## config.mk

```make
export PLATFORM = sky130hd
export DESIGN_NAME = fdown_game_ctrl_flat
export DESIGN_NICKNAME = d
export VERILOG_FILES = /design/src/rtl/fdown_game_if.sv /design/src/rtl/fdown_game_ctrl.sv /design/src/flat_wrapper.sv
export SDC_FILE = /design/constraint.sdc
export NUM_CORES = 1
export LEC_CHECK = 0
export CAP_MARGIN = 20
export CORE_UTILIZATION = 45
export CTS_CLUSTER_SIZE = 25
export DETAILED_ROUTE_END_ITERATION = 6
export GPL_ROUTABILITY_DRIVEN = 1
export PLACE_DENSITY_LB_ADDON = 0.15
export SYNTH_ARGS = -nofsm -noshare
export SYNTH_HDL_FRONTEND = slang
export SYNTH_SLANG_ARGS = --single-unit
export TNS_END_PERCENT = 10
```

## constraint.sdc

```tcl
create_clock -name segclk -period 3.2 [get_ports segclk]
set_input_delay 0.96 -clock segclk [delete_from_list [all_inputs] [get_ports segclk]]
set_output_delay 0.96 -clock segclk [all_outputs]
set_load 0.1 [all_outputs]
```

## src/rtl/fdown_game_if.sv

```systemverilog
// Signal bundle between the fall-down game sequencer and the rest of the game.
// The controller takes the slave view; the board/datapath side takes the master view.
interface fdown_game_if;
  logic        btnS;
  logic        frame;
  logic        dead;
  logic [19:0] score;
  logic        run;
  logic        clr;
  logic [9:0]  floor_speed;
  logic [19:0] highest;
  logic [1:0]  state;
  logic        blink;

  modport master (
    output btnS, frame, dead, score,
    input  run, clr, floor_speed, highest, state, blink
  );

  modport slave (
    input  btnS, frame, dead, score,
    output run, clr, floor_speed, highest, state, blink
  );
endinterface

```

## src/rtl/fdown_game_ctrl.sv

```systemverilog
// Fall-down game sequencer: button debounce, game FSM, floor speed schedule,
// high score tracking and display blink.
//
//   state | meaning
//   IDLE  | waiting for start press, datapath stopped
//   PLAY  | game running, datapath enabled
//   PAUSE | game frozen by press, display blinks
//   OVER  | ball reached top, display blinks until press
module fdown_game_ctrl #(
  parameter int DEB_CYCLES   = 4,
  parameter int SPEED_INIT   = 2,
  parameter int SPEED_MAX    = 6,
  parameter int LEVEL_FRAMES = 600,
  parameter int BLINK_DIV    = 100
) (
  input  logic        segclk,
  input  logic        rst,
  fdown_game_if.slave gif
);

  localparam logic [3:0] DEB_LAST = 4'(DEB_CYCLES - 1);
  localparam logic [9:0] LVL_LAST = 10'(LEVEL_FRAMES - 1);
  localparam logic [9:0] SPD_INIT = 10'(SPEED_INIT);
  localparam logic [9:0] SPD_MAX  = 10'(SPEED_MAX);
  localparam logic [7:0] BLK_LAST = 8'(BLINK_DIV - 1);

  typedef enum logic [1:0] {
    IDLE  = 2'b00,
    PLAY  = 2'b01,
    PAUSE = 2'b10,
    OVER  = 2'b11
  } state_t;

  state_t      state_q, state_d;
  logic        clr_q, clr_d;
  logic [1:0]  btn_sync, frame_sync, dead_sync;
  logic        frame_q, frame_tick;
  logic        deb_lvl, deb_q, press;
  logic [3:0]  deb_cnt;
  logic [9:0]  frame_cnt, speed_q;
  logic [19:0] highest_q;
  logic [7:0]  blink_cnt;
  logic        blink_q;
  logic        dead_s;

  assign dead_s = dead_sync[1];

  always_ff @(posedge segclk or posedge rst) begin
    if (rst) begin
      btn_sync   <= '0;
      frame_sync <= '0;
      dead_sync  <= '0;
      frame_q    <= 1'b0;
      frame_tick <= 1'b0;
    end else begin
      btn_sync   <= {btn_sync[0], gif.btnS};
      frame_sync <= {frame_sync[0], gif.frame};
      dead_sync  <= {dead_sync[0], gif.dead};
      frame_q    <= frame_sync[1];
      frame_tick <= frame_sync[1] & ~frame_q;
    end
  end

  // The counter measures how long the synced button has disagreed with the accepted level.
  always_ff @(posedge segclk or posedge rst) begin
    if (rst) begin
      deb_cnt <= '0;
      deb_lvl <= 1'b0;
      deb_q   <= 1'b0;
      press   <= 1'b0;
    end else begin
      if (btn_sync[1] == deb_lvl) begin
        deb_cnt <= '0;
      end else if (deb_cnt == DEB_LAST) begin
        deb_cnt <= '0;
        deb_lvl <= btn_sync[1];
      end else begin
        deb_cnt <= deb_cnt + 4'd1;
      end
      deb_q <= deb_lvl;
      press <= deb_lvl & ~deb_q;
    end
  end

  always_ff @(posedge segclk or posedge rst) begin
    if (rst) begin
      state_q <= IDLE;
      clr_q   <= 1'b0;
    end else begin
      state_q <= state_d;
      clr_q   <= clr_d;
    end
  end

  // A death in the same cycle as a press ends the game; the press is dropped.
  always_comb begin
    state_d = state_q;
    clr_d   = 1'b0;
    case (state_q)
      IDLE: begin
        if (press) begin
          state_d = PLAY;
          clr_d   = 1'b1;
        end
      end
      PLAY: begin
        if (dead_s)     state_d = OVER;
        else if (press) state_d = PAUSE;
      end
      PAUSE: begin
        if (press) state_d = PLAY;
      end
      OVER: begin
        if (press) state_d = IDLE;
      end
      default: state_d = IDLE;
    endcase
  end

  always_ff @(posedge segclk or posedge rst) begin
    if (rst) begin
      frame_cnt <= '0;
      speed_q   <= SPD_INIT;
    end else if (clr_q) begin
      frame_cnt <= '0;
      speed_q   <= SPD_INIT;
    end else if (frame_tick && state_q == PLAY) begin
      if (frame_cnt == LVL_LAST) begin
        frame_cnt <= '0;
        if (speed_q < SPD_MAX) speed_q <= speed_q + 10'd1;
      end else begin
        frame_cnt <= frame_cnt + 10'd1;
      end
    end
  end

  always_ff @(posedge segclk or posedge rst) begin
    if (rst) begin
      highest_q <= '0;
    end else if (state_q == PLAY && dead_s && gif.score > highest_q) begin
      highest_q <= gif.score;
    end
  end

  // Blink restarts whenever the state changes so each PAUSE/OVER visit starts lit.
  always_ff @(posedge segclk or posedge rst) begin
    if (rst) begin
      blink_cnt <= '0;
      blink_q   <= 1'b1;
    end else if ((state_q == PAUSE || state_q == OVER) && state_d == state_q) begin
      if (blink_cnt == BLK_LAST) begin
        blink_cnt <= '0;
        blink_q   <= ~blink_q;
      end else begin
        blink_cnt <= blink_cnt + 8'd1;
      end
    end else begin
      blink_cnt <= '0;
      blink_q   <= 1'b1;
    end
  end

  assign gif.run         = (state_q == PLAY);
  assign gif.clr         = clr_q;
  assign gif.floor_speed = speed_q;
  assign gif.highest     = highest_q;
  assign gif.state       = state_q;
  assign gif.blink       = blink_q;

endmodule

```

## src/flat_wrapper.sv

```systemverilog
// flat-port wrapper written by rule: the top's interface ports become plain ports
module fdown_game_ctrl_flat 
#(
  parameter int DEB_CYCLES   = 4,
  parameter int SPEED_INIT   = 2,
  parameter int SPEED_MAX    = 6,
  parameter int LEVEL_FRAMES = 600,
  parameter int BLINK_DIV    = 100
)
  (segclk, rst, gif_btnS, gif_frame, gif_dead, gif_score, gif_run, gif_clr, gif_floor_speed, gif_highest, gif_state, gif_blink);
  fdown_game_if gif_i ();
  input  logic segclk;
  input  logic rst;
  input wire logic [$bits(gif_i.btnS)-1:0] gif_btnS;
  input wire logic [$bits(gif_i.frame)-1:0] gif_frame;
  input wire logic [$bits(gif_i.dead)-1:0] gif_dead;
  input wire logic [$bits(gif_i.score)-1:0] gif_score;
  output wire logic [$bits(gif_i.run)-1:0] gif_run;
  output wire logic [$bits(gif_i.clr)-1:0] gif_clr;
  output wire logic [$bits(gif_i.floor_speed)-1:0] gif_floor_speed;
  output wire logic [$bits(gif_i.highest)-1:0] gif_highest;
  output wire logic [$bits(gif_i.state)-1:0] gif_state;
  output wire logic [$bits(gif_i.blink)-1:0] gif_blink;
  assign gif_i.btnS = gif_btnS;
  assign gif_i.frame = gif_frame;
  assign gif_i.dead = gif_dead;
  assign gif_i.score = gif_score;
  assign gif_run = gif_i.run;
  assign gif_clr = gif_i.clr;
  assign gif_floor_speed = gif_i.floor_speed;
  assign gif_highest = gif_i.highest;
  assign gif_state = gif_i.state;
  assign gif_blink = gif_i.blink;
  fdown_game_ctrl #(.DEB_CYCLES(DEB_CYCLES), .SPEED_INIT(SPEED_INIT), .SPEED_MAX(SPEED_MAX), .LEVEL_FRAMES(LEVEL_FRAMES), .BLINK_DIV(BLINK_DIV)) u_core (.segclk(segclk), .rst(rst), .gif(gif_i));
endmodule
```

==> flow_metrics.env, run 1 <==
export IMPL_cts_sinks=67
export IMPL_cp_slowest_cell="clkdlybuf4s50_1"
export IMPL_yosysUniqueCellTypes=50
export IMPL_drv_cap=0
export IMPL_first_iter_violations=97
export IMPL_dieArea_sq_um=7700
export IMPL_crit_type="in2reg"
export IMPL_viasPerCell=5.02
export IMPL_whs_ns=0.349
export IMPL_slowest_delay_ns=0.43
export IMPL_grt_pass1_wl_um=10400
export IMPL_tightest_slew_ns=0.599
export IMPL_worstPathMaxFanout=11
export IMPL_yosysMostFrequentCell="dfrtp_1"
export IMPL_period_share_pct=91.6
export IMPL_synth_edf_count=0
export IMPL_status="completed"
export IMPL_syn2layout_area_growth_pct=25.8
export IMPL_core_sq_um=6940
export IMPL_ys_top_cells_by_area="dfrtp_1 (49%), ha_1 (9.1%), mux2_4 (9.1%)"
export IMPL_wl_um=5960
export IMPL_syn_instance_count=289
export IMPL_synth_flop_cell="dfrtp_1"
export IMPL_mappedNetlistNets=338
export IMPL_drc_errors=0
export IMPL_diodes=0
export IMPL_yosys_warnings=0
export IMPL_path_buf_inv=2
export IMPL_track_usage_pct=17.8
export IMPL_place_congestion=0.762
export IMPL_layout_nets=406
export IMPL_cts_tree="built"
export IMPL_die_width_um=87.8
export IMPL_overflow=0
export IMPL_h_tree_depth=3
export IMPL_syn_area_sq_um=3310
export IMPL_antenna_found_initial=0
export IMPL_drive_above_1_share_pct=24.0
export IMPL_die_h_um=87.8
export IMPL_setup_viol=0
export IMPL_finalHoldViolations=0
export IMPL_insertion_delay_ns=0.34
export IMPL_cts_buffer_depth=2
export IMPL_crit_chain="clkdlybuf4s50_1 > ha_1 > nand4_1 > nor4_2 > o21ai_1 > a31oi_4 > buf_12 > mux2_4"
export IMPL_grt_pass1_vias=2301
export IMPL_fmax_mhz=341
export IMPL_end_kind="flop"
export IMPL_fill_cells=585
export IMPL_cts_hold_buf=0
export IMPL_ios=60
export IMPL_synth_area_leader_cell="dfrtp_1"
export IMPL_portBuffers=59
export IMPL_cts_root_buf="clkbuf_8"
export IMPL_start_util_pct=47.7
export IMPL_arrival_ns=3.15
export IMPL_ys_ff_latch=67
export IMPL_skew_ns=0.00737
export IMPL_drtAntennaViolNets=0
export IMPL_synthTopCellsByCount="dfrtp_1 (65), inv_1 (26), ha_1 (24), nor2_1 (24), mux2_4 (20)"
export IMPL_synth_async_sr_flop_share_pct=100
export IMPL_vias=2299
export IMPL_synth_top_area_share_pct=49.1
export IMPL_clkSlewWorstSetupHoldPaths_ns=0.07
export IMPL_cts_resized=0
export IMPL_drv_slew=0
export IMPL_cp_start_kind="input pin"
export IMPL_rsz0062_at_grt="no"
export IMPL_fin_tns_setup_ns=0
export IMPL_cts_buffers=9
export IMPL_slew_headroom_pct=60.1
export IMPL_cts_setup_buffers=0
export IMPL_hpwl_um=4330
export IMPL_critical_path_top_delay_family="buffers and inverters"
export IMPL_row_count=30
export IMPL_min_path_type="reg2reg"
export IMPL_final_min_clock_period_ns=2.93
export IMPL_grt_max_degree=68
export IMPL_cp_required_ns=3.42
export IMPL_ys_seq_area_share_pct=50.7
export IMPL_avgSynthCellArea_sq_um=11.5
export IMPL_routedWlPerCell_um=13.0
export IMPL_drt_pre_antenna_iters=4
==> path summary, 6_finish.rpt <==
path | from | endpoint | slack, ns | cells after the start
max | gif_score[15] | u_core.gif.highest[4]$_DFFE_PP0P_ | 0.27 | 8
min | u_core.dead_sync[0]$_DFF_PP0_ | u_core.dead_sync[1]$_DFF_PP0_ | 0.35 | 0
max reg2reg | u_core.gif.highest[18]$_DFFE_PP0P_ | u_core.gif.highest[4]$_DFFE_PP0P_ | 0.90 | 8
min reg2reg | u_core.dead_sync[0]$_DFF_PP0_ | u_core.dead_sync[1]$_DFF_PP0_ | 0.35 | 0
max in group asynchronous | rst | u_core.gif.blink$_DFFE_PP1P_ | 1.86 | 3
min in group asynchronous | rst | u_core.gif.highest[13]$_DFFE_PP0P_ | 1.01 | 3
==> cell families after synthesis <==
family,share of synthesized area [%]
buffers and inverters,4.16
adders and majority gates,9.07
DFF,50.7
and+or+nand+nor,14.9
AOI/OAI and AO/OA,7.56
muxes,10.1
xor gates and xnor gates,3.44
==> stage by stage <==
step / instances / area [sq um] / utilization [%] / setup slack [ns]
floorplan: 289 / 3310 / - / 0.246
global placement: 442 / 3970 / 57.2 / 0.00240
detailed placement: 442 / 3970 / 57.2 / -0.0954
CTS: 458 / 4160 / 59.9 / 0.249
global route: 458 / 4160 / 59.9 / 0.0886
finish: 458 / 4160 / 59.9 / 0.268
==> placed cells by master (no fill, tap or decap), drive strengths merged, types with 5 or more instances in the layout <==
| master | n |
|---|---|
| nand3 | 10 |
| clkdlybuf4s50 | 24 |
| inv | 26 |
| clkbuf | 10 |
| a21oi | 11 |
| dfrtp | 65 |
| ha | 24 |
| xnor2 | 7 |
| o21ai | 11 |
| buf | 39 |
| mux2 | 23 |
| clkinv | 5 |
| nand2 | 15 |
| nor2 | 24 |
| xor2 | 6 |
| nor2b | 11 |
==> flip-flops by register name (all words and copies together), names as in the netlist <==
name / flops
u_core.gif.state: 2
u_core.dead_sync: 2
u_core.press: 1
u_core.gif.highest: 20
u_core.deb_lvl: 1
u_core.gif.floor_speed: 10
u_core.deb_q: 1
u_core.btn_sync: 2
u_core.gif.clr: 1
u_core.blink_cnt: 8
u_core.frame_tick: 1
u_core.frame_sync: 2
u_core.frame_q: 1
u_core.deb_cnt: 4
u_core.frame_cnt: 10
u_core.gif.blink: 1
==> area by class of cell <==
cell class,instances,area (sq um),share of cell area [%]
flip-flops and latches,67,1680,40.3
multi-input cells,190,1500,36.1
repair buffers,63,571,13.7
clock buffers,10,128,3.07
well taps,96,120,2.89
inverters,26,97.6,2.34
clock inverters,6,66.3,1.59
==> per-layer routing <==
layer  wire length (um)  global-route usage [%]  part of all wire [%]
met5                  0                       0                     0
met4                161                    9.84                   2.7
met3                354                    5.28                   5.9
met2               2690                    26.3                    45
met1               2760                    23.3                    46
Power of run 1 is left out: the tool's default activity adds up to more than one toggle a clock period on the data nets, which glitch-free logic cannot reach.
==> run 2: changes to the inputs <==
==> constraint.sdc (replaced) <==
create_clock -name segclk -period 3.4 [get_ports segclk]
set_input_delay 1.02 -clock segclk [delete_from_list [all_inputs] [get_ports segclk]]
set_output_delay 1.02 -clock segclk [all_outputs]
set_load 0.1 [all_outputs]
==> run 2 against run 1 <==
Effect of this change:
- global-route usage grew 0.56 points
- sequential share of layout area shrank 0.38 points
- design area grew 0.96%
- clock-buffer cell count up 1
- sequential cell count stayed put
- non-clock buffer count fell by 1
- worst hold slack improved by 0.0065 ns
- die area unchanged
- first-iteration DRC count down 30%
- register-to-register slack better by 0.20 ns
- utilization rose by 0.58 points
- critical endpoint is now u_core.gif.highest[7]$_DFFE_PP0P_
- highest routed layer unchanged
==> flow_metrics.env, run 2 (synthesis results as in run 1) <==
export IMPL_dp_slack_ns=0.0352
export IMPL_status="completed"
export IMPL_final_min_clock_period_ns=2.99
export IMPL_multiInputGateArea_sq_um=1500
export IMPL_wl_um=6170
export IMPL_cts_buffers=9
export IMPL_r2r_slack_ns=1.10
export IMPL_fin_tns_setup_ns=0
export IMPL_cts_root_buf="clkbuf_8"
export IMPL_portBuffers=59
export IMPL_min_to="u_core.frame_sync[1]$_DFF_PP0_"
export IMPL_clkSlewWorstSetupHoldPaths_ns=0.07
export IMPL_h_tree_depth=3
export IMPL_cp_required_ns=3.62
export IMPL_drt_pre_antenna_iters=4
export IMPL_cp_slowest_cell="clkdlybuf4s50_1"
export IMPL_tightest_slew_ns=0.608
export IMPL_cts_buffer_depth=2
export IMPL_drive_above_1_share_pct=23.8
export IMPL_layout_setup_ws_ns=0.406
export IMPL_layout_nets=405
export IMPL_vias=2287
export IMPL_ios=60
export IMPL_arrival_ns=3.21
export IMPL_dieArea_sq_um=7700
export IMPL_cts_hold_buf=0
export IMPL_core_sq_um=6940
export IMPL_reg2reg_to="u_core.gif.highest[7]$_DFFE_PP0P_"
export IMPL_diodes=0
export IMPL_drc_errors=0
export IMPL_antenna_found_initial=0
export IMPL_drv_slew=0
export IMPL_fill_cells=563
export IMPL_place_congestion=0.744
export IMPL_placed_area_sq_um=3960
export IMPL_overflow=0
export IMPL_slowest_delay_ns=0.44
export IMPL_hpwl_um=4420
export IMPL_cts_resized=0
export IMPL_cp_start_kind="input pin"
export IMPL_min_path_type="reg2reg"
export IMPL_routedWlPerCell_um=13.5
export IMPL_start_util_pct=47.7
export IMPL_drtAntennaViolNets=0
export IMPL_drv_cap=0
export IMPL_final_cell_mix="dfrtp_1 (65), buf_4 (35), inv_1 (25)"
export IMPL_reg2reg_depth=8
export IMPL_largest_reg_flops=20
export IMPL_rsz0062_at_grt="no"
export IMPL_viasPerCell=5.00
export IMPL_hold_start="u_core.frame_sync[0]$_DFF_PP0_"
export IMPL_setup_viol=0
export IMPL_row_count=30
export IMPL_crit_chain="clkdlybuf4s50_1 > ha_1 > nand4_2 > nor4_2 > o21ai_1 > a31oi_4 > buf_12 > mux2_4"
export IMPL_syn2layout_area_growth_pct=27.0
export IMPL_whs_path_depth=0
export IMPL_finalHoldViolations=0
export IMPL_cts_sinks=67
export IMPL_first_iter_violations=68
export IMPL_die_width_um=87.8
export IMPL_track_usage_pct=18.3
export IMPL_critical_path_top_delay_family="buffers and inverters"
export IMPL_insertion_delay_ns=0.33
export IMPL_seq_area_sq_um=1680
export IMPL_die_h_um=87.8
export IMPL_grt_pass1_vias=2266
export IMPL_worstPathMaxFanout=12
export IMPL_final_area_sq_um=4200
export IMPL_skew_ns=0.00568
export IMPL_cts_tree="built"
export IMPL_path_buf_inv=2
export IMPL_period_share_pct=88.0
export IMPL_grt_pass1_wl_um=10700
export IMPL_crit_type="in2reg"
export IMPL_cts_setup_buffers=0
export IMPL_end_kind="flop"
export IMPL_slew_headroom_pct=59.4
export IMPL_whs_ns=0.355
export IMPL_grt_max_degree=68
export IMPL_fmax_mhz=334
export IMPL_r2r_start="u_core.gif.highest[15]$_DFFE_PP0P_"
export IMPL_mostFrequentLayoutCell="dfrtp_1"
run 2: changes by cell type in the layout (fill, tap and decap cells not counted), sizes merged:
cell    delta
bufinv     +2
buf        -1
clkinv     -3
clkbuf     +1
run 2: how the worst max path moves through the flow:
stage                                              from                                 end  slack (ns)  cells after the start
final                                     gif_score[18]   u_core.gif.highest[7]$_DFFE_PP0P_        0.41                      8
after global routing                      gif_score[15]   u_core.gif.highest[7]$_DFFE_PP0P_        0.32                      8
after CTS                                 gif_score[18]   u_core.gif.highest[7]$_DFFE_PP0P_        0.39                      8
after detailed placement                  gif_score[18]  u_core.gif.highest[14]$_DFFE_PP0P_        0.04                      8
after global placement                    gif_score[19]   u_core.gif.highest[7]$_DFFE_PP0P_        0.14                      8
after floorplan           u_core.gif.state[0]$_DFF_PP0_   u_core.gif.highest[0]$_DFFE_PP0P_        0.45                      6
run 2: through the flow:
step / util [%] / instances
final: 60.5 / 457
after global routing: 60.5 / 457
after CTS: 60.5 / 457
after detailed placement: 57.0 / 441
after global placement: 57.0 / 441
after floorplan: - / 289
run 2: layout make-up:
cell class	count	share of cell area, %
clock buffers	11	3.36
clock inverters	5	2.38
inverters	26	2.32
multi-input cells	190	35.7
flip-flops and latches	67	40.0
well taps	96	2.86
repair buffers	62	13.4
run 2: per-layer routing:
metal / track usage (%) / wire, um
met5: 0 / 0
met4: 4.92 / 73
met3: 6.97 / 336
met2: 28.6 / 2920
met1: 23.9 / 2840
Power of run 2 is left out for the same reason.
==> run 3: changes to the inputs <==
--- a/config.mk
+++ b/config.mk
@@ -6,7 +6,8 @@
 export NUM_CORES = 1
 export LEC_CHECK = 0
 export CAP_MARGIN = 20
-export CORE_UTILIZATION = 45
+export CORE_MARGIN = 3
+export CORE_UTILIZATION = 40
 export CTS_CLUSTER_SIZE = 25
 export DETAILED_ROUTE_END_ITERATION = 6
 export GPL_ROUTABILITY_DRIVEN = 1
==> run 3 against run 2 <==
Effect of this change:
- via count shrank 1.8%
- worst hold slack lost 0.0091 ns
- clock skew grew 0.0075 ns
- fmax grew 0.12%
- non-clock buffer count is the same
- global-route usage shrank 4.3 points
- sequential share of layout area grew 0.31 points
- first-iteration DRC count shrank 13%
- routed wire length shrank 0.31%
- critical path depth is the same
- worst setup slack gained 0.0036 ns
- utilization shrank 7.7 points
==> flow_metrics.env, run 3 (synthesis results as in run 1) <==
export IMPL_status="completed"
export IMPL_clkSlewWorstSetupHoldPaths_ns=0.08
export IMPL_period_share_pct=87.9
export IMPL_drc_errors=0
export IMPL_h_tree_depth=3
export IMPL_overflow=0
export IMPL_end_kind="flop"
export IMPL_setup_viol=0
export IMPL_cts_hold_buf=0
export IMPL_cp_start_kind="input pin"
export IMPL_mostFrequentLayoutCell="dfrtp_1"
export IMPL_tightest_slew_ns=0.614
export IMPL_track_usage_pct=14.0
export IMPL_insertion_delay_ns=0.34
export IMPL_layout_nets=405
export IMPL_crit_type="in2reg"
export IMPL_row_count=32
export IMPL_hpwl_um=4560
export IMPL_place_congestion=0.755
export IMPL_cts_buffer_depth=2
export IMPL_fin_tns_setup_ns=0
export IMPL_start_util_pct=42.0
export IMPL_portBuffers=59
export IMPL_viasPerCell=4.85
export IMPL_vias=2245
export IMPL_wl_um=6150
export IMPL_cp_required_ns=3.63
export IMPL_final_cell_mix="dfrtp_1 (65), buf_4 (35), inv_1 (25)"
export IMPL_hold_start="u_core.dead_sync[0]$_DFF_PP0_"
export IMPL_cts_buffers=9
export IMPL_die_h_um=97.0
export IMPL_arrival_ns=3.22
export IMPL_finalHoldViolations=0
export IMPL_routedWlPerCell_um=13.3
export IMPL_drtAntennaViolNets=0
export IMPL_first_iter_violations=59
export IMPL_cts_root_buf="clkbuf_8"
export IMPL_final_area_sq_um=4170
export IMPL_skew_ns=0.0131
export IMPL_dieArea_sq_um=9400
export IMPL_die_width_um=97.0
export IMPL_r2r_slack_ns=1.09
export IMPL_r2r_start="u_core.gif.highest[15]$_DFFE_PP0P_"
export IMPL_crit_path_start="gif_score[18]"
export IMPL_ios=60
export IMPL_syn2layout_area_growth_pct=26.0
export IMPL_worstPathMaxFanout=11
export IMPL_grt_max_degree=45
export IMPL_grt_pass1_vias=2281
export IMPL_drv_cap=0
export IMPL_largest_reg_flops=20
export IMPL_rsz0062_at_grt="no"
export IMPL_min_path_type="reg2reg"
export IMPL_final_min_clock_period_ns=2.99
export IMPL_slew_headroom_pct=59.1
export IMPL_cts_sinks=67
export IMPL_drt_pre_antenna_iters=4
export IMPL_cts_setup_buffers=0
export IMPL_grt_pass1_wl_um=10800
export IMPL_core_sq_um=7890
export IMPL_cts_tree="built"
export IMPL_drv_slew=0
export IMPL_drive_above_1_share_pct=24.1
export IMPL_cts_resized=0
export IMPL_diodes=0
export IMPL_fmax_mhz=334
export IMPL_placed_area_sq_um=3970
export IMPL_antenna_found_initial=0
==> run 3: changes by cell type in the layout (fill, tap and decap cells not counted) <==
cell / before / now
inv_6: 0 / 1
clkinvlp_4: 0 / 2
clkbuf_1: 1 / 0
bufinv_16: 3 / 1
==> run 3: worst paths after layout <==
kind                                                    endpoint  cells after the start
min in group asynchronous          u_core.blink_cnt[5]$_DFF_PP0_                      2
max                           u_core.gif.highest[18]$_DFFE_PP0P_                      8
min                                u_core.dead_sync[1]$_DFF_PP0_                      0
max reg2reg                   u_core.gif.highest[18]$_DFFE_PP0P_                      8
min reg2reg                        u_core.dead_sync[1]$_DFF_PP0_                      0
max in group asynchronous  u_core.gif.floor_speed[1]$_DFFE_PP1P_                      3
==> run 3: worst max-delay path, stage by stage <==
cell and delay (ns):
clkdlybuf4s50_1 0.43, ha_1 0.34, nand4_2 0.16, nor4_2 0.35, o21ai_1 0.18, a31oi_4 0.24, buf_12 0.19, mux2_4 0.31
==> run 3: cell type report <==
cell class | instances | area (sq um)
clock buffer | 10 | 138
clock inverter | 6 | 63.8
fill | 702 | 3720
inverter | 26 | 97.6
multi-input combinational | 190 | 1500
sequential | 67 | 1680
tap | 102 | 128
timing repair buffer | 62 | 563
==> run 3: per-layer routing <==
layer  global-route usage (%)  wire length (um)  vias to the layer above
met5                        0                 0                        -
met4                     6.16               102                        0
met3                     3.17               230                       11
met2                     20.4              2710                       37
met1                     20.0              3110                     1057
li1                         -                 -                     1140
==> run 3: metrics by stage <==
step | std cells | util [%] | hold slack [ns] | setup WS, ns
floorplan | 289 | - | 0.331 | 0.446
global placement | 447 | 50.3 | 0.334 | 0.0621
detailed placement | 447 | 50.3 | 0.337 | 0.0472
CTS | 463 | 52.9 | 0.348 | 0.405
global route | 463 | 52.9 | 0.346 | 0.312
finish | 463 | 52.9 | 0.346 | 0.410
Power of run 3 is left out for the same reason.
